[config.mk]
export PLATFORM = sky130hd
export DESIGN_NAME = silife_max7219
export DESIGN_NICKNAME = d
export VERILOG_FILES = /design/src/rtl/silife_max7219.sv
export SDC_FILE = /design/constraint.sdc
export NUM_CORES = 1
export LEC_CHECK = 0
export BUFFER_PORTS_ARGS = -buffer_cell sky130_fd_sc_hd__clkbuf_2
export CAP_MARGIN = 25
export CORE_ASPECT_RATIO = 1.4
export CORE_UTILIZATION = 54
export CTS_CLUSTER_DIAMETER = 100
export CTS_CLUSTER_SIZE = 14
export DETAILED_ROUTE_END_ITERATION = 6
export PLACE_DENSITY = 0.73
export SKIP_CTS_REPAIR_TIMING = 1
export SLEW_MARGIN = 20
export SYNTH_ARGS = -nofsm -noshare
export SYNTH_HDL_FRONTEND = slang
export SYNTH_SLANG_ARGS = --single-unit
[constraint.sdc]
create_clock -name clk -period 1.92 [get_ports clk]
set_input_delay 0.384 -clock clk [delete_from_list [all_inputs] [get_ports clk]]
set_output_delay 0.384 -clock clk [all_outputs]
set_load 0.01 [all_outputs]
[src/rtl/silife_max7219.sv]
// silife_max7219: streams SiLife matrix rows to a MAX7219 over DIN/CLK/LOAD, with power-up config, intensity updates and shutdown.
// Word period is 33*CLK_DIV cycles (+1 FETCH cycle for row words); enable and intensity are only sampled at frame boundaries.
module silife_max7219 #(
  parameter int WIDTH   = 8,
  parameter int HEIGHT  = 8,
  parameter int CLK_DIV = 4,
  localparam int RW     = (HEIGHT > 1) ? $clog2(HEIGHT) : 1
) (
  input  logic             clk,
  input  logic             reset,
  input  logic             enable,
  input  logic [3:0]       intensity,
  input  logic [WIDTH-1:0] cells,
  output logic [RW-1:0]    row_select,
  output logic             spi_cs,
  output logic             spi_sck,
  output logic             spi_mosi,
  output logic             busy,
  output logic             frame_done
);

  typedef enum logic [2:0] {IDLE, INIT, FETCH, SHIFT, LOAD, GAP} state_t;
  typedef enum logic [1:0] {K_INIT, K_ROW, K_INTEN, K_SHDN} kind_t;

  localparam int DW = (CLK_DIV > 1) ? $clog2(CLK_DIV) : 1;
  localparam logic [RW-1:0] LAST_ROW = RW'(HEIGHT - 1);

  state_t        state_q, state_d;
  kind_t         kind_q, kind_d;
  logic [15:0]   word_q, word_d;
  logic [2:0]    ptr_q, ptr_d;
  logic [RW-1:0] row_q, row_d;
  logic [3:0]    last_int_q, last_int_d;
  logic [DW-1:0] div_q;
  logic [4:0]    half_q;
  logic          div_last, word_end;
  logic [7:0]    row_data;

  function automatic logic [15:0] init_word(input logic [2:0] p, input logic [3:0] inten);
    case (p)
      3'd0:    init_word = 16'h0C01;
      3'd1:    init_word = 16'h0F00;
      3'd2:    init_word = 16'h0900;
      3'd3:    init_word = {8'h0B, 8'(HEIGHT - 1)};
      default: init_word = {12'h0A0, inten};
    endcase
  endfunction

  assign row_data = 8'(cells) << (8 - WIDTH);
  assign div_last = (div_q == DW'(CLK_DIV - 1));
  // LOAD is the first CS-high cycle, so GAP only covers the remaining D-1 cycles.
  assign word_end = ((state_q == LOAD) && (CLK_DIV == 1)) ||
                    ((state_q == GAP) && (div_q == DW'(CLK_DIV - 2)));

  always_comb begin
    state_d    = state_q;
    kind_d     = kind_q;
    word_d     = word_q;
    ptr_d      = ptr_q;
    row_d      = row_q;
    last_int_d = last_int_q;
    case (state_q)
      IDLE:  if (enable) begin
               state_d = INIT;
               ptr_d   = '0;
             end
      INIT:  begin
               state_d = SHIFT;
               kind_d  = K_INIT;
               word_d  = init_word(ptr_q, intensity);
               if (ptr_q == 3'd4) last_int_d = intensity;
             end
      FETCH: begin
               state_d = SHIFT;
               kind_d  = K_ROW;
               word_d  = {4'h0, 4'(row_q) + 4'd1, row_data};
             end
      SHIFT: if (half_q == 5'd31 && div_last) state_d = LOAD;
      LOAD:  if (CLK_DIV > 1) state_d = GAP;
      default: ;
    endcase
    if (word_end) begin
      state_d = FETCH;
      row_d   = '0;
      case (kind_q)
        K_INIT: if (ptr_q != 3'd4) begin
                  ptr_d   = ptr_q + 3'd1;
                  state_d = SHIFT;
                  word_d  = init_word(ptr_q + 3'd1, intensity);
                  if (ptr_q == 3'd3) last_int_d = intensity;
                end else if (!enable) begin
                  state_d = SHIFT;
                  kind_d  = K_SHDN;
                  word_d  = 16'h0C00;
                end
        K_ROW:  if (row_q != LAST_ROW) begin
                  row_d = row_q + 1'b1;
                end else if (!enable) begin
                  state_d = SHIFT;
                  kind_d  = K_SHDN;
                  word_d  = 16'h0C00;
                end else if (intensity != last_int_q) begin
                  state_d    = SHIFT;
                  kind_d     = K_INTEN;
                  word_d     = {12'h0A0, intensity};
                  last_int_d = intensity;
                end
        K_INTEN: ;
        K_SHDN:  state_d = IDLE;
      endcase
    end
  end

  always_ff @(posedge clk or negedge reset) begin
    if (!reset) begin
      state_q    <= IDLE;
      kind_q     <= K_INIT;
      word_q     <= '0;
      ptr_q      <= '0;
      row_q      <= '0;
      last_int_q <= '0;
      div_q      <= '0;
      half_q     <= '0;
    end else begin
      state_q    <= state_d;
      kind_q     <= kind_d;
      word_q     <= word_d;
      ptr_q      <= ptr_d;
      row_q      <= row_d;
      last_int_q <= last_int_d;
      // half_q counts SCK half-periods; its LSB is the serial clock level.
      if (state_d != state_q) begin
        div_q  <= '0;
        half_q <= '0;
      end else if (state_q == SHIFT) begin
        if (div_last) begin
          div_q  <= '0;
          half_q <= half_q + 5'd1;
        end else begin
          div_q <= div_q + 1'b1;
        end
      end else if (state_q == GAP) begin
        div_q <= div_q + 1'b1;
      end
    end
  end

  assign spi_cs     = (state_q != SHIFT);
  assign spi_sck    = (state_q == SHIFT) && half_q[0];
  assign spi_mosi   = (state_q == SHIFT) && word_q[~half_q[4:1]];
  assign row_select = row_q;
  assign busy       = (state_q != IDLE);
  assign frame_done = (state_q == LOAD) && (kind_q == K_ROW) && (row_q == LAST_ROW);

endmodule
==> flow_metrics.py, run 1 <==
metrics = {
    "drt": {
        "vias_per_cell": 6.29,
        "first_pass_iters": 5,
        "dr_total_vias": 2698,
        "drt_iter0_drc": 191,
        "drc_errors": 0,
        "detail-route-antenna-nets": 0,
        "wirelength_mm": 8.02,
        "wire_per_inst_um": 18.7,
    },
    "setup_path": {
        "critPathCaptureType": "output port",
        "path_max_fanout": 5,
        "critPathArrivalTime_ns": 2.02,
        "crit_path_start_kind": "flop",
        "crit_start": "half_q[1]$_DFFE_PN0P_",
        "r2r-start": "row_select[0]$_DFFE_PN0P_",
        "crit_required_ns": 1.54,
        "critical_path_class": "reg2out",
    },
    "global_routing": {
        "first_global_vias": 2592,
        "grt.total_usage": 0.304,
        "grt_pass1_wl_mm": 11.8,
        "grt.overflow.total": 0,
        "antenna_found_initial": 0,
        "grt_max_degree": 39,
    },
    "yosys": {
        "yosys-mux-area-fraction": 0.0597,
        "synth_top_family_by_area": "compound AO/OA/AOI/OAI gates",
        "synthTopCellsByCount": "dfrtp_1 (38), nand2_1 (26), nor2_1 (21)",
        "synth_compound_area_frac": 0.236,
        "yosys.area.top_type_share": 0.360,
        "synth_edf_count": 0,
        "synth_cell_types": 55,
        "ys.flop_type": "dfrtp_1",
        "yosys_register_bits": 38,
        "syn_inst": 286,
        "netlist_top_cells_area": "dfrtp_1 (36%), ha_1 (6.6%), mux4_2 (4.3%)",
        "yosysSeqAreaShare": 0.360,
        "yosys.area_share.simple": 0.204,
        "netlist_area_sq_mm": 0.00264,
        "syn-num-nets": 315,
        "yosysWarnings": 0,
        "synth_top_area_cell": "dfrtp_1",
        "yosys.area_share.adder": 0.0663,
        "synth_xor_area_frac": 0.0232,
        "yosysMostFrequentCell": "dfrtp_1",
        "avgSynthCellArea_sq_um": 9.24,
        "async_reset_ff_frac": 1.00,
    },
    "cts": {
        "htree_levels": 2,
        "cts_num_sinks": 38,
        "cts_tree": "built",
        "cts_inserted_buffers": 5,
        "clk_pin_slew_worst_paths_ns": 0.09,
        "root_buffer": "clkbuf_8",
        "cts.path.max_buffers": 2,
        "insertion_delay_ns": 0.30,
    },
    "place": {
        "dp_hpwl_mm": 5.26,
        "portBuffers": 22,
        "dp_slack_ns": -0.203,
        "gp_congestion": 1.00,
        "dpl.cell_count": 412,
    },
    "timing": {
        "finalCritPeriodShare": 1.25,
        "period_needed_ns": 2.40,
        "fmax_mhz": 416,
        "worst_slack_ns": -0.482,
        "maxSlewHeadroom": 0.565,
        "rsz0062_at_grt": "true",
        "slew_viol_final": 0,
        "worst_pin_slew_ns": 0.646,
        "hold_viol": 0,
        "clock_skew_ns": 0.0109,
        "setup_viol": 7,
    },
    "flow_run": {
        "drv_cap": 0,
    },
    "pwr": {
        "pwr_density_cell_mw_per_mm2": 475,
        "p_leak_nw": 1.72,
        "vdd_drop_max_uv": 364,
    },
    "floorplan": {
        "dieHeight_um": 84.8,
        "initial_utilization": 0.573,
        "coreArea_sq_mm": 0.00461,
        "ioPinCount": 23,
        "die_w_um": 61.1,
        "dieArea_sq_mm": 0.00518,
        "rows": 29,
    },
    "layout": {
        "final_layout_size_suffix_gt1_frac": 0.431,
        "nets": 395,
        "utilization": 0.809,
        "layout-area-overhead-vs-synth_pct": 41.1,
        "num_antenna_cells": 0,
        "finalNonFillerCells": 429,
    },
    "hold_path": {
        "hold_path_class": "in2async",
    },
    "outcome": {
        "failed_checks": "negative setup slack",
        "outcome": "complete, but fails checks",
    },
}
cells in the final DEF, fill, tap and decap left out, types with 3 or more instances in the layout:
cell      instances
nor2_1           16
o21ai_0          14
dfrtp_1          35
buf_12            3
nand3_1          14
o31ai_1           3
mux2_4            4
a21oi_1          15
clkbuf_2         20
a22oi_1           6
mux4_2            5
a22o_1            5
nand2_2           4
a311oi_2          3
nor3_1            3
buf_4            56
or2_2             4
o22ai_2           3
and2_1            6
ha_1              8
nor2b_1           3
ha_4              3
inv_1            10
o32a_1            3
xor2_1            7
nand2_1          22
clkbuf_8          6
buf_6             8
dfrtp_2           3
ha_2              3
nor2_4            5
nand2b_1          9
registers in the layout, summed over array words and instances (netlist names):
name,count
word_q,16
half_q,5
last_int_q,4
ptr_q,3
row_select,3
state_q,3
div_q,2
kind_q,2
critical path: stages (launching register included):
cell	delay [ns]
dfrtp_2	0.44
mux4_2	0.53
mux4_2	0.48
and2_4	0.15
buf_6	0.11
final timing paths:
kind	to	slack, ns	depth (start not counted)
setup reg to reg	word_q[8]$_DFF_PN0_	-0.07	7
min in group clk	last_int_q[3]$_DFF_PN0_	0.38	2
hold / removal	div_q[0]$_DFFE_PN0P_	0.14	2
hold reg to reg	word_q[13]$_DFF_PN0_	0.50	1
max in group asynchronous	half_q[1]$_DFFE_PN0P_	1.39	2
setup / recovery	spi_mosi	-0.48	4
where the power goes:
part           internal, mW  total, mW  switching (mW)
Combinational        0.0433     0.0936          0.0503
Sequential            0.808      0.814         0.00558
Clock                 0.555      0.862           0.307
cells by family (layout without fill, tap and decap cells):
group,count (synthesis),count (layout)
simple gates,102,102
fa+ha+maj,14,14
mux,9,9
compound gates,86,86
buf+inv,30,111
xor+xnor,7,7
flops,38,38
layer usage:
layer	global-route usage	routed length [um]
met5	0	0
met4	0.163	496
met3	0.0478	301
met2	0.519	4120
met1	0.348	3110
through the flow:
| step | hold WS, ns | area, sq um | total power [mW] | setup TNS (ns) |
|---|---|---|---|---|
| after floorplan | 0.0884 | 2670 | 0.859 | -0.133 |
| after global placement | 0.463 | 3210 | 0.910 | -0.243 |
| after detailed placement | 0.469 | 3210 | 0.913 | -0.936 |
| after CTS | 0.152 | 3350 | 1.76 | -1.81 |
| after global routing | 0.194 | 3730 | 1.82 | -1.70 |
| final | 0.141 | 3730 | 1.77 | -0.751 |
layout make-up:
cell class	count	area, sq um
inverters	13	52.6
clock inverters	2	60.1
multi-input cells	218	1770
repair buffers	90	726
clock buffers	6	82.6
fillers	289	881
well taps	62	77.6
flip-flops and latches	38	955
Note: power is estimated with default switching activity, not from simulation.
==> run 2, diff against run 1 <==
CORE_UTILIZATION = 55   (was 54)
CTS_CLUSTER_SIZE = 12   (was 14)
PLACE_DENSITY = 0.71   (was 0.73)
clock period = 2.5 ns   (was 1.92 ns; I/O delays follow)
==> run 2 against run 1 <==
  * The flow now finishes without violations
  * Sequential share of layout area up 6.8 points
  * Critical path type unchanged
  * Largest cell class unchanged
  * Core utilization fell by 17 points
  * Die area shrank 1.8%
  * Critical path depth unchanged
==> flow_metrics.py, run 2 (synthesized netlist as in run 1, its figures left out) <==
metrics = {
    "setup_path": {
        "crit_required_ns": 2.00,
        "path_max_fanout": 6,
        "path_buf_inv": 1,
        "cp_top_family": "multiplexers",
        "slowest_stage": "mux4_2",
        "crit_path_frequent_cell": "mux4_2",
        "critical_path_class": "reg2out",
        "r2r-start": "div_q[0]$_DFFE_PN0P_",
        "critPathCaptureType": "output port",
        "crit_start": "half_q[1]$_DFFE_PN0P_",
        "slowest_delay_ns": 0.52,
        "crit_path_start_kind": "flop",
        "critPathArrivalTime_ns": 2.00,
        "cp_cell_sequence": "mux4_2 -> mux4_2 -> and2_4 -> buf_6",
    },
    "pwr": {
        "pwr_density_cell_mw_per_mm2": 407,
        "total_power_mw": 1.20,
        "vdd_drop_max_uv": 342,
        "p_leak_nw": 1.37,
    },
    "flow_run": {
        "drv_cap": 0,
    },
    "floorplan": {
        "die_w_um": 60.6,
        "ioPinCount": 23,
        "rows": 29,
        "coreArea_sq_mm": 0.00457,
        "dieArea_sq_mm": 0.00509,
        "initial_utilization": 0.578,
        "dieHeight_um": 84.0,
    },
    "timing": {
        "rsz0062_at_grt": "true",
        "worst_pin_slew_ns": 0.568,
        "fmax_mhz": 400,
        "maxSlewHeadroom": 0.621,
        "slew_viol_final": 0,
        "worst_slack_ns": 0.000234,
        "finalCritPeriodShare": 1.00,
        "fin_setup_tns_ns": 0,
        "hold_viol": 0,
        "clock_skew_ns": 0.00983,
        "holdWs_ns": 0.251,
        "period_needed_ns": 2.50,
        "setup_viol": 0,
    },
    "drt": {
        "wirelength_mm": 6.46,
        "drc_errors": 0,
        "detail-route-antenna-nets": 0,
        "wire_per_inst_um": 17.4,
        "vias_per_cell": 6.09,
        "drt_iter0_drc": 149,
        "first_pass_iters": 5,
        "dr_total_vias": 2261,
    },
    "layout": {
        "largest-register": "word_q",
        "num_antenna_cells": 0,
        "reg_top3": "word_q: 16 flops, half_q: 5 flops, last_int_q: 4 flops",
        "mostFrequentLayoutCell": "dfrtp_1",
        "final_cell_mix": "dfrtp_1 (36), nand2_1 (26), nor2_1 (21), clkbuf_2 (21), a21oi_1 (18)",
        "multi_input_comb_area_sq_mm": 0.00156,
        "final_layout_size_suffix_gt1_frac": 0.207,
        "largest_reg_flops": 16,
        "seqCellArea_sq_um": 953,
        "layout-area-overhead-vs-synth_pct": 11.2,
        "finalNonFillerCells": 371,
        "finish.instance_area_sq_mm": 0.00294,
        "utilization": 0.643,
        "fill_cells": 403,
        "nets": 337,
    },
    "global_routing": {
        "grt.overflow.total": 0,
        "first_global_vias": 2165,
        "grt.total_usage": 0.276,
        "antenna_found_initial": 0,
        "grt_max_degree": 39,
        "grt_pass1_wl_mm": 10.4,
    },
    "cts": {
        "cts_tree": "built",
        "root_buffer": "clkbuf_8",
        "clk_pin_slew_worst_paths_ns": 0.08,
        "cts_num_sinks": 38,
        "cts_inserted_buffers": 5,
        "insertion_delay_ns": 0.30,
        "htree_levels": 2,
        "cts.path.max_buffers": 2,
    },
    "outcome": {
        "outcome": "completed",
    },
    "place": {
        "dp_hpwl_mm": 4.73,
        "post_dp_cell_area_sq_mm": 0.00280,
        "portBuffers": 22,
        "dp_slack_ns": 0.179,
        "dpl.cell_count": 361,
        "gp_congestion": 0.868,
    },
    "hold_path": {
        "hold_path_class": "in2async",
    },
}
## run 2: cell types whose count changed in the layout (fill, tap and decap cells not counted), sizes merged
cell and delta:
clkinv +2, buf -57, clkbuf -2, inv +1, clkinvlp -1, bufinv -1
## run 2: area by class of cell
type                            count  share of cell area
Tap cell                           62              0.0264
Multi-Input combinational cell    218               0.530
Timing Repair Buffer               32              0.0651
Clock inverter                      3              0.0136
Inverter                           13              0.0166
Clock buffer                        5              0.0234
Sequential cell                    38               0.324
## run 2: path summary, 6_finish.rpt
path	to	slack [ns]	depth (start not counted)
worst max-delay path	spi_mosi	0.0002	4
worst min-delay path	state_q[2]$_DFF_PN0_	0.25	2
worst max register to register	last_int_q[3]$_DFF_PN0_	0.29	6
worst min register to register	word_q[15]$_DFF_PN0_	0.49	1
max in group asynchronous	state_q[0]$_DFF_PN0_	1.88	2
min in group clk	word_q[15]$_DFF_PN0_	0.49	1
## run 2: where the power goes
| group | switching [mW] | leakage [nW] | internal [mW] |
|---|---|---|---|
| Sequential | 0.00442 | 0.464 | 0.621 |
| Combinational | 0.0311 | 0.843 | 0.0230 |
| Clock | 0.223 | 0.0579 | 0.294 |
## run 2: layer usage
layer | track usage | wire (um)
met1 | 0.342 | 2690
met2 | 0.465 | 3430
met3 | 0.0388 | 167
met4 | 0.112 | 169
met5 | 0 | 0
